[src/rtl/oled_pkg.sv]
// Shared definitions for the SSD1331 (PmodOLEDrgb) frame streamer and the colour renderers.
package oled_pkg;

   localparam int OLED_WIDTH   = 96;
   localparam int OLED_HEIGHT  = 64;
   localparam int HEADER_BYTES = 6;

   localparam logic [7:0] CMD_SET_COLUMN = 8'h15;
   localparam logic [7:0] CMD_SET_ROW    = 8'h75;

   // RGB565 palette shared with the sprite/colour renderers
   localparam logic [15:0] BLACK   = 16'h0000;
   localparam logic [15:0] WHITE   = 16'hFFFF;
   localparam logic [15:0] RED     = 16'hF800;
   localparam logic [15:0] GREEN   = 16'h07E0;
   localparam logic [15:0] BLUE    = 16'h001F;
   localparam logic [15:0] YELLOW  = 16'hFFE0;
   localparam logic [15:0] CYAN    = 16'h07FF;
   localparam logic [15:0] MAGENTA = 16'hF81F;

   typedef enum logic [2:0] {
      ST_IDLE,
      ST_CMD_LOAD,
      ST_CMD_SHIFT,
      ST_PIX_LOAD,
      ST_PIX_SHIFT,
      ST_DONE
   } stream_state_t;

   // Window header: full-screen column range, then full-screen row range
   function automatic logic [7:0] header_byte(input logic [2:0] idx, input int width, input int height);
      logic [7:0] b;
      case (idx)
         3'd0:    b = CMD_SET_COLUMN;
         3'd2:    b = 8'(width - 1);
         3'd3:    b = CMD_SET_ROW;
         3'd5:    b = 8'(height - 1);
         default: b = 8'h00;
      endcase
      return b;
   endfunction

endpackage

[src/rtl/spi_shifter.sv]
// MSB-first SPI serialiser for 8- or 16-bit words; sclk idles high, data changes while sclk is low.
module spi_shifter #(
   parameter int SCLK_HALF = 1
) (
   input  logic        clk,
   input  logic        reset_n,
   input  logic        load,
   input  logic [15:0] word,
   input  logic        wide16,
   output logic        sclk,
   output logic        sdin,
   output logic        done
);

   localparam int HW = (SCLK_HALF > 1) ? $clog2(SCLK_HALF) : 1;

   logic [14:0]   shreg;
   logic [3:0]    bits_left;
   logic [HW-1:0] half_cnt;
   logic          active;
   logic          high_phase;
   logic          half_end;

   assign half_end = (half_cnt == HW'(SCLK_HALF - 1));
   // Asserted during the final cycle of the last bit so the FSM can move on at the same edge
   assign done     = active && high_phase && half_end && (bits_left == 4'd0);

   always_ff @(posedge clk) begin
      if (!reset_n) begin
         shreg      <= '0;
         bits_left  <= '0;
         half_cnt   <= '0;
         active     <= 1'b0;
         high_phase <= 1'b0;
         sclk       <= 1'b1;
         sdin       <= 1'b0;
      end else if (load) begin
         shreg      <= word[14:0];
         bits_left  <= wide16 ? 4'd15 : 4'd7;
         half_cnt   <= '0;
         active     <= 1'b1;
         high_phase <= 1'b0;
         sclk       <= 1'b0;
         sdin       <= word[15];
      end else if (active) begin
         if (!half_end) begin
            half_cnt <= half_cnt + 1'b1;
         end else begin
            half_cnt <= '0;
            if (!high_phase) begin
               high_phase <= 1'b1;
               sclk       <= 1'b1;
            end else if (bits_left == 4'd0) begin
               active <= 1'b0;
            end else begin
               high_phase <= 1'b0;
               sclk       <= 1'b0;
               bits_left  <= bits_left - 4'd1;
               sdin       <= shreg[14];
               shreg      <= {shreg[13:0], 1'b0};
            end
         end
      end
   end

endmodule

[src/rtl/oled_frame_streamer.sv]
// Streams one full RGB565 frame to the SSD1331 per request: window header, then raster-ordered pixels.
module oled_frame_streamer
   import oled_pkg::*;
#(
   parameter int WIDTH     = OLED_WIDTH,
   parameter int HEIGHT    = OLED_HEIGHT,
   parameter int SCLK_HALF = 1
) (
   input  logic        clk,
   input  logic        reset_n,
   input  logic        frame_req,
   input  logic [15:0] pixel_data,
   output logic [6:0]  X,
   output logic [5:0]  Y,
   output logic        cs_n,
   output logic        sclk,
   output logic        sdin,
   output logic        dc,
   output logic        busy,
   output logic        frame_done
);

   stream_state_t state, state_next;

   logic [2:0]  byte_idx;
   logic        last_pix;
   logic        shift_done;
   logic        load;
   logic        wide16;
   logic [15:0] load_word;

   always_comb begin
      load      = (state == ST_CMD_LOAD) || (state == ST_PIX_LOAD);
      wide16    = (state == ST_PIX_LOAD);
      load_word = {header_byte(byte_idx, WIDTH, HEIGHT), 8'h00};
      if (state == ST_PIX_LOAD) load_word = pixel_data;
   end

   spi_shifter #(.SCLK_HALF(SCLK_HALF)) u_shifter (
      .clk     (clk),
      .reset_n (reset_n),
      .load    (load),
      .word    (load_word),
      .wide16  (wide16),
      .sclk    (sclk),
      .sdin    (sdin),
      .done    (shift_done)
   );

   always_ff @(posedge clk) begin
      if (!reset_n) state <= ST_IDLE;
      else          state <= state_next;
   end

   always_comb begin
      state_next = state;
      case (state)
         ST_IDLE:      if (frame_req) state_next = ST_CMD_LOAD;
         ST_CMD_LOAD:  state_next = ST_CMD_SHIFT;
         ST_CMD_SHIFT: if (shift_done)
                          state_next = (byte_idx == 3'(HEADER_BYTES - 1)) ? ST_PIX_LOAD : ST_CMD_LOAD;
         ST_PIX_LOAD:  state_next = ST_PIX_SHIFT;
         ST_PIX_SHIFT: if (shift_done) state_next = last_pix ? ST_DONE : ST_PIX_LOAD;
         ST_DONE:      state_next = ST_IDLE;
         default:      state_next = ST_IDLE;
      endcase
   end

   // Outputs are registered from the next state so they line up with the state they describe
   always_ff @(posedge clk) begin
      if (!reset_n) begin
         X          <= '0;
         Y          <= '0;
         byte_idx   <= '0;
         last_pix   <= 1'b0;
         cs_n       <= 1'b1;
         dc         <= 1'b0;
         busy       <= 1'b0;
         frame_done <= 1'b0;
      end else begin
         cs_n       <= (state_next == ST_IDLE) || (state_next == ST_DONE);
         busy       <= (state_next != ST_IDLE);
         frame_done <= (state_next == ST_DONE);
         if (state_next == ST_PIX_LOAD)       dc <= 1'b1;
         else if (state_next != ST_PIX_SHIFT) dc <= 1'b0;

         if (state == ST_IDLE)                       byte_idx <= '0;
         else if (state == ST_CMD_SHIFT && shift_done) byte_idx <= byte_idx + 3'd1;

         // Advance right after sampling so the renderer has the whole shift time to settle
         if (state == ST_PIX_LOAD) begin
            last_pix <= (X == 7'(WIDTH - 1)) && (Y == 6'(HEIGHT - 1));
            if (X == 7'(WIDTH - 1)) begin
               X <= '0;
               Y <= (Y == 6'(HEIGHT - 1)) ? 6'd0 : Y + 6'd1;
            end else begin
               X <= X + 7'd1;
            end
         end
      end
   end

endmodule

[config.mk]
export PLATFORM = sky130hd
export DESIGN_NAME = oled_frame_streamer
export DESIGN_NICKNAME = d
export VERILOG_FILES = /design/src/rtl/oled_pkg.sv /design/src/rtl/spi_shifter.sv /design/src/rtl/oled_frame_streamer.sv
export SDC_FILE = /design/constraint.sdc
export NUM_CORES = 1
export LEC_CHECK = 0
export ABC_AREA = 1
export CORE_ASPECT_RATIO = 0.7
export CORE_UTILIZATION = 45
export DETAILED_ROUTE_END_ITERATION = 8
export HOLD_SLACK_MARGIN = 0.03
export PLACE_DENSITY = 0.68
export SYNTH_ARGS = -nofsm -noshare
export SYNTH_HDL_FRONTEND = slang
export SYNTH_HIERARCHICAL = 1
export SYNTH_SLANG_ARGS = --single-unit
[constraint.sdc]
create_clock -name clk -period 3.1 [get_ports clk]
set_input_delay 0.31 -clock clk [delete_from_list [all_inputs] [get_ports clk]]
set_output_delay 0.31 -clock clk [all_outputs]
set_load 0.02 [all_outputs]
==> out/metrics.yaml <==
final_layout:
  final_common_cell: "nand2_1"
  final_cell_mix: "nand2_1 (104), nor2_1 (50), dfxtp_1 (47)"
  area_delta_synth_final_pct: 19.1
  antenna_cells: 0
  drive_gt1_share_pct: 11.5
  nets: 442
yosys:
  ys_ff_latch: 47
  synth.distinct_cells: 37
  synthesis.area_sq_um: 2640
  synth_nets: 409
  ys_warn_count: 6
  syn_avg_cell_area_sq_um: 6.91
  synth_cells: 382
  ys_seq_area_share_pct: 35.7
global_routing:
  grtUsageTotal_pct: 21.5
  antenna_found_initial: 0
  grt_max_degree: 30
  grt_overflow_total: 0
  grt_pass1_vias: 2180
  grt_pass1_wl_mm: 10.4
power:
  p_total_mw: 1.35
  power_density_nw_per_um2: 431
  leakage_nw: 1.33
  ir_drop_v: 0.000215
timing:
  max_freq_mhz: 514
  finalHoldViolCount: 0
  tightest_slew_ns: 0.701
  setup_viol: 0
  relSlewSlack_pct: 53.2
  setup_tns_ns: 0
  min_period_ns: 1.95
  finalClockSkew_ns: 0.00545
  rsz0062_at_grt: "no"
  finalCritPeriodShare_pct: 62.8
  final_max_slew_viol_count: 0
run_status:
  status: "finished clean"
detailed_routing:
  drt_pass1_iterations: 4
  ant_nets: 0
  wl_per_cell_um: 12.0
  via_per_inst: 4.88
  dr.first_iter.drc_count: 147
  drc: 0
  routed_wl_mm: 5.86
  via_count: 2380
placement:
  io_buffers: 37
  dp_hpwl_mm: 4.41
  place_congestion: 0.808
clocking:
  clk_pin_slew_ns: 0.09
  post_cts_buffers: 0
  clock-sinks: 47
  clock-root-buffer: "clkbuf_8"
  cts-buffers-inserted: 5
  insertion_delay_ns: 0.31
  htreeDepth: 2
  ctsHoldBuffers: 0
  cts_tree: "yes"
  cts_resized: 0
  ctsLongestPathBuffers: 2
die:
  dieWidth_um: 93.5
  dieArea_sq_um: 6180
  row_count: 22
  fp.dieH_um: 66.1
  initial_core_util_pct: 48.4
  coreArea_sq_um: 5450
  pin_count: 38
worst_setup_path:
  worstPathRequired_ns: 3.33
  worstPathMaxFanout: 5
  crit_path_cell_trace: "inv_1 -> ha_1 -> nand3_2 -> nor2_1 -> nand3_1 -> nand2_1 -> nor2_2 -> inv_1 -> nand2_1 -> nor2_1"
  end_kind: "flip-flop"
  crit_slowest_cell: "nor2_1"
  critPathLaunchType: "flip-flop"
  slowest_delay_ns: 0.35
  crit_type: "flip-flop to flip-flop"
  crit_arrival_ns: 2.18
hold_path:
  hold_class: "flip-flop to flip-flop"
job:
  maxCapViolations: 0
==> cell families (layout without fill, tap and decap cells) <==
| logic type | after synthesis | count (layout) | share of synthesized area [%] |
|---|---|---|---|
| adder cells (fa/ha/maj) | 8 | 8 | 3.79 |
| AND/OR/NAND/NOR | 225 | 225 | 39.3 |
| flip-flops | 47 | 47 | 35.7 |
| XOR/XNOR | 3 | 3 | 0.996 |
| AO/OA/AOI/OAI | 39 | 39 | 9.44 |
| buffers and inverters | 60 | 94 | 10.9 |
==> stage by stage <==
step                      area (sq um)  setup slack [ns]  hold slack [ns]  utilization [%]  instances
after floorplan                   2640              1.56            0.420                -        382
after global placement            3010              1.17            0.431             55.1        480
after detailed placement          3010              1.14            0.437             55.1        480
after CTS                         3140              1.20            0.453             57.6        488
after global routing              3140             0.932            0.482             57.6        488
final                             3140              1.15            0.452             57.6        488
==> critical path, delay by kind of cell, from the launching register on <==
| family | cells | cell delay (ns) |
|---|---|---|
| AND/OR/NAND/NOR | 7 | 1.13 |
| buffers and inverters | 2 | 0.20 |
| adder cells (fa/ha/maj) | 1 | 0.23 |
| flip-flops | 1 | 0.32 |
==> flip-flops by register name (all words and copies together) (netlist names), 3 cells and up <==
register / cells
u_shifter/shreg: 15
X: 7
u_shifter/bits_left: 4
byte_idx: 3
state: 3
Y: 6
==> cells in the mapped netlist, drive strengths merged <==
cell	count	area (sq um)
buf	12	105
inv	46	173
xor2	3	26.3
or2	1	6.26
dfxtp	47	941
clkinv	1	5.00
o211ai	1	7.51
o21a	1	7.51
clkbuf	1	3.75
a21oi	22	144
nor3b	2	25.0
nand2	116	484
nor3	5	36.3
o21ai	9	48.8
a211oi	1	7.51
ha	8	100
nand3	48	268
o21bai	1	7.51
o31ai	1	7.51
a31oi	2	12.5
nor2	53	216
o22ai	1	6.26
==> layout make-up <==
cell class | instances | area [sq um]
Timing Repair Buffer | 39 | 385
Tap cell | 72 | 90.1
Fill cell | 553 | 2310
Clock inverter | 3 | 67.6
Multi-Input combinational cell | 275 | 1410
Sequential cell | 47 | 941
Clock buffer | 5 | 68.8
Inverter | 47 | 178
==> metal layers <==
layer	GRT usage, %	share of wire, %
met5	0	0
met2	30.1	40
met3	3.79	3.8
met4	5.19	0.67
met1	33.4	56
==> final timing paths <==
check                         startpoint  slack, ns                 end  cells after the start
hold / removal        u_shifter/shreg[0]       0.45  u_shifter/shreg[0]                      2
setup / recovery  u_shifter/bits_left[0]       1.15          frame_done                     10
setup reg to reg  u_shifter/bits_left[0]       1.15          frame_done                     10
hold reg to reg       u_shifter/shreg[0]       0.45  u_shifter/shreg[0]                      2
==> where the power goes <==
part / leakage (nW) / switching (mW) / internal (mW)
sequential: 0.381 / 0.0141 / 0.620
combinational: 0.887 / 0.107 / 0.0689
clock: 0.0644 / 0.223 / 0.322
total: 1.33 / 0.344 / 1.01
(Power assumes the default switching activity.)
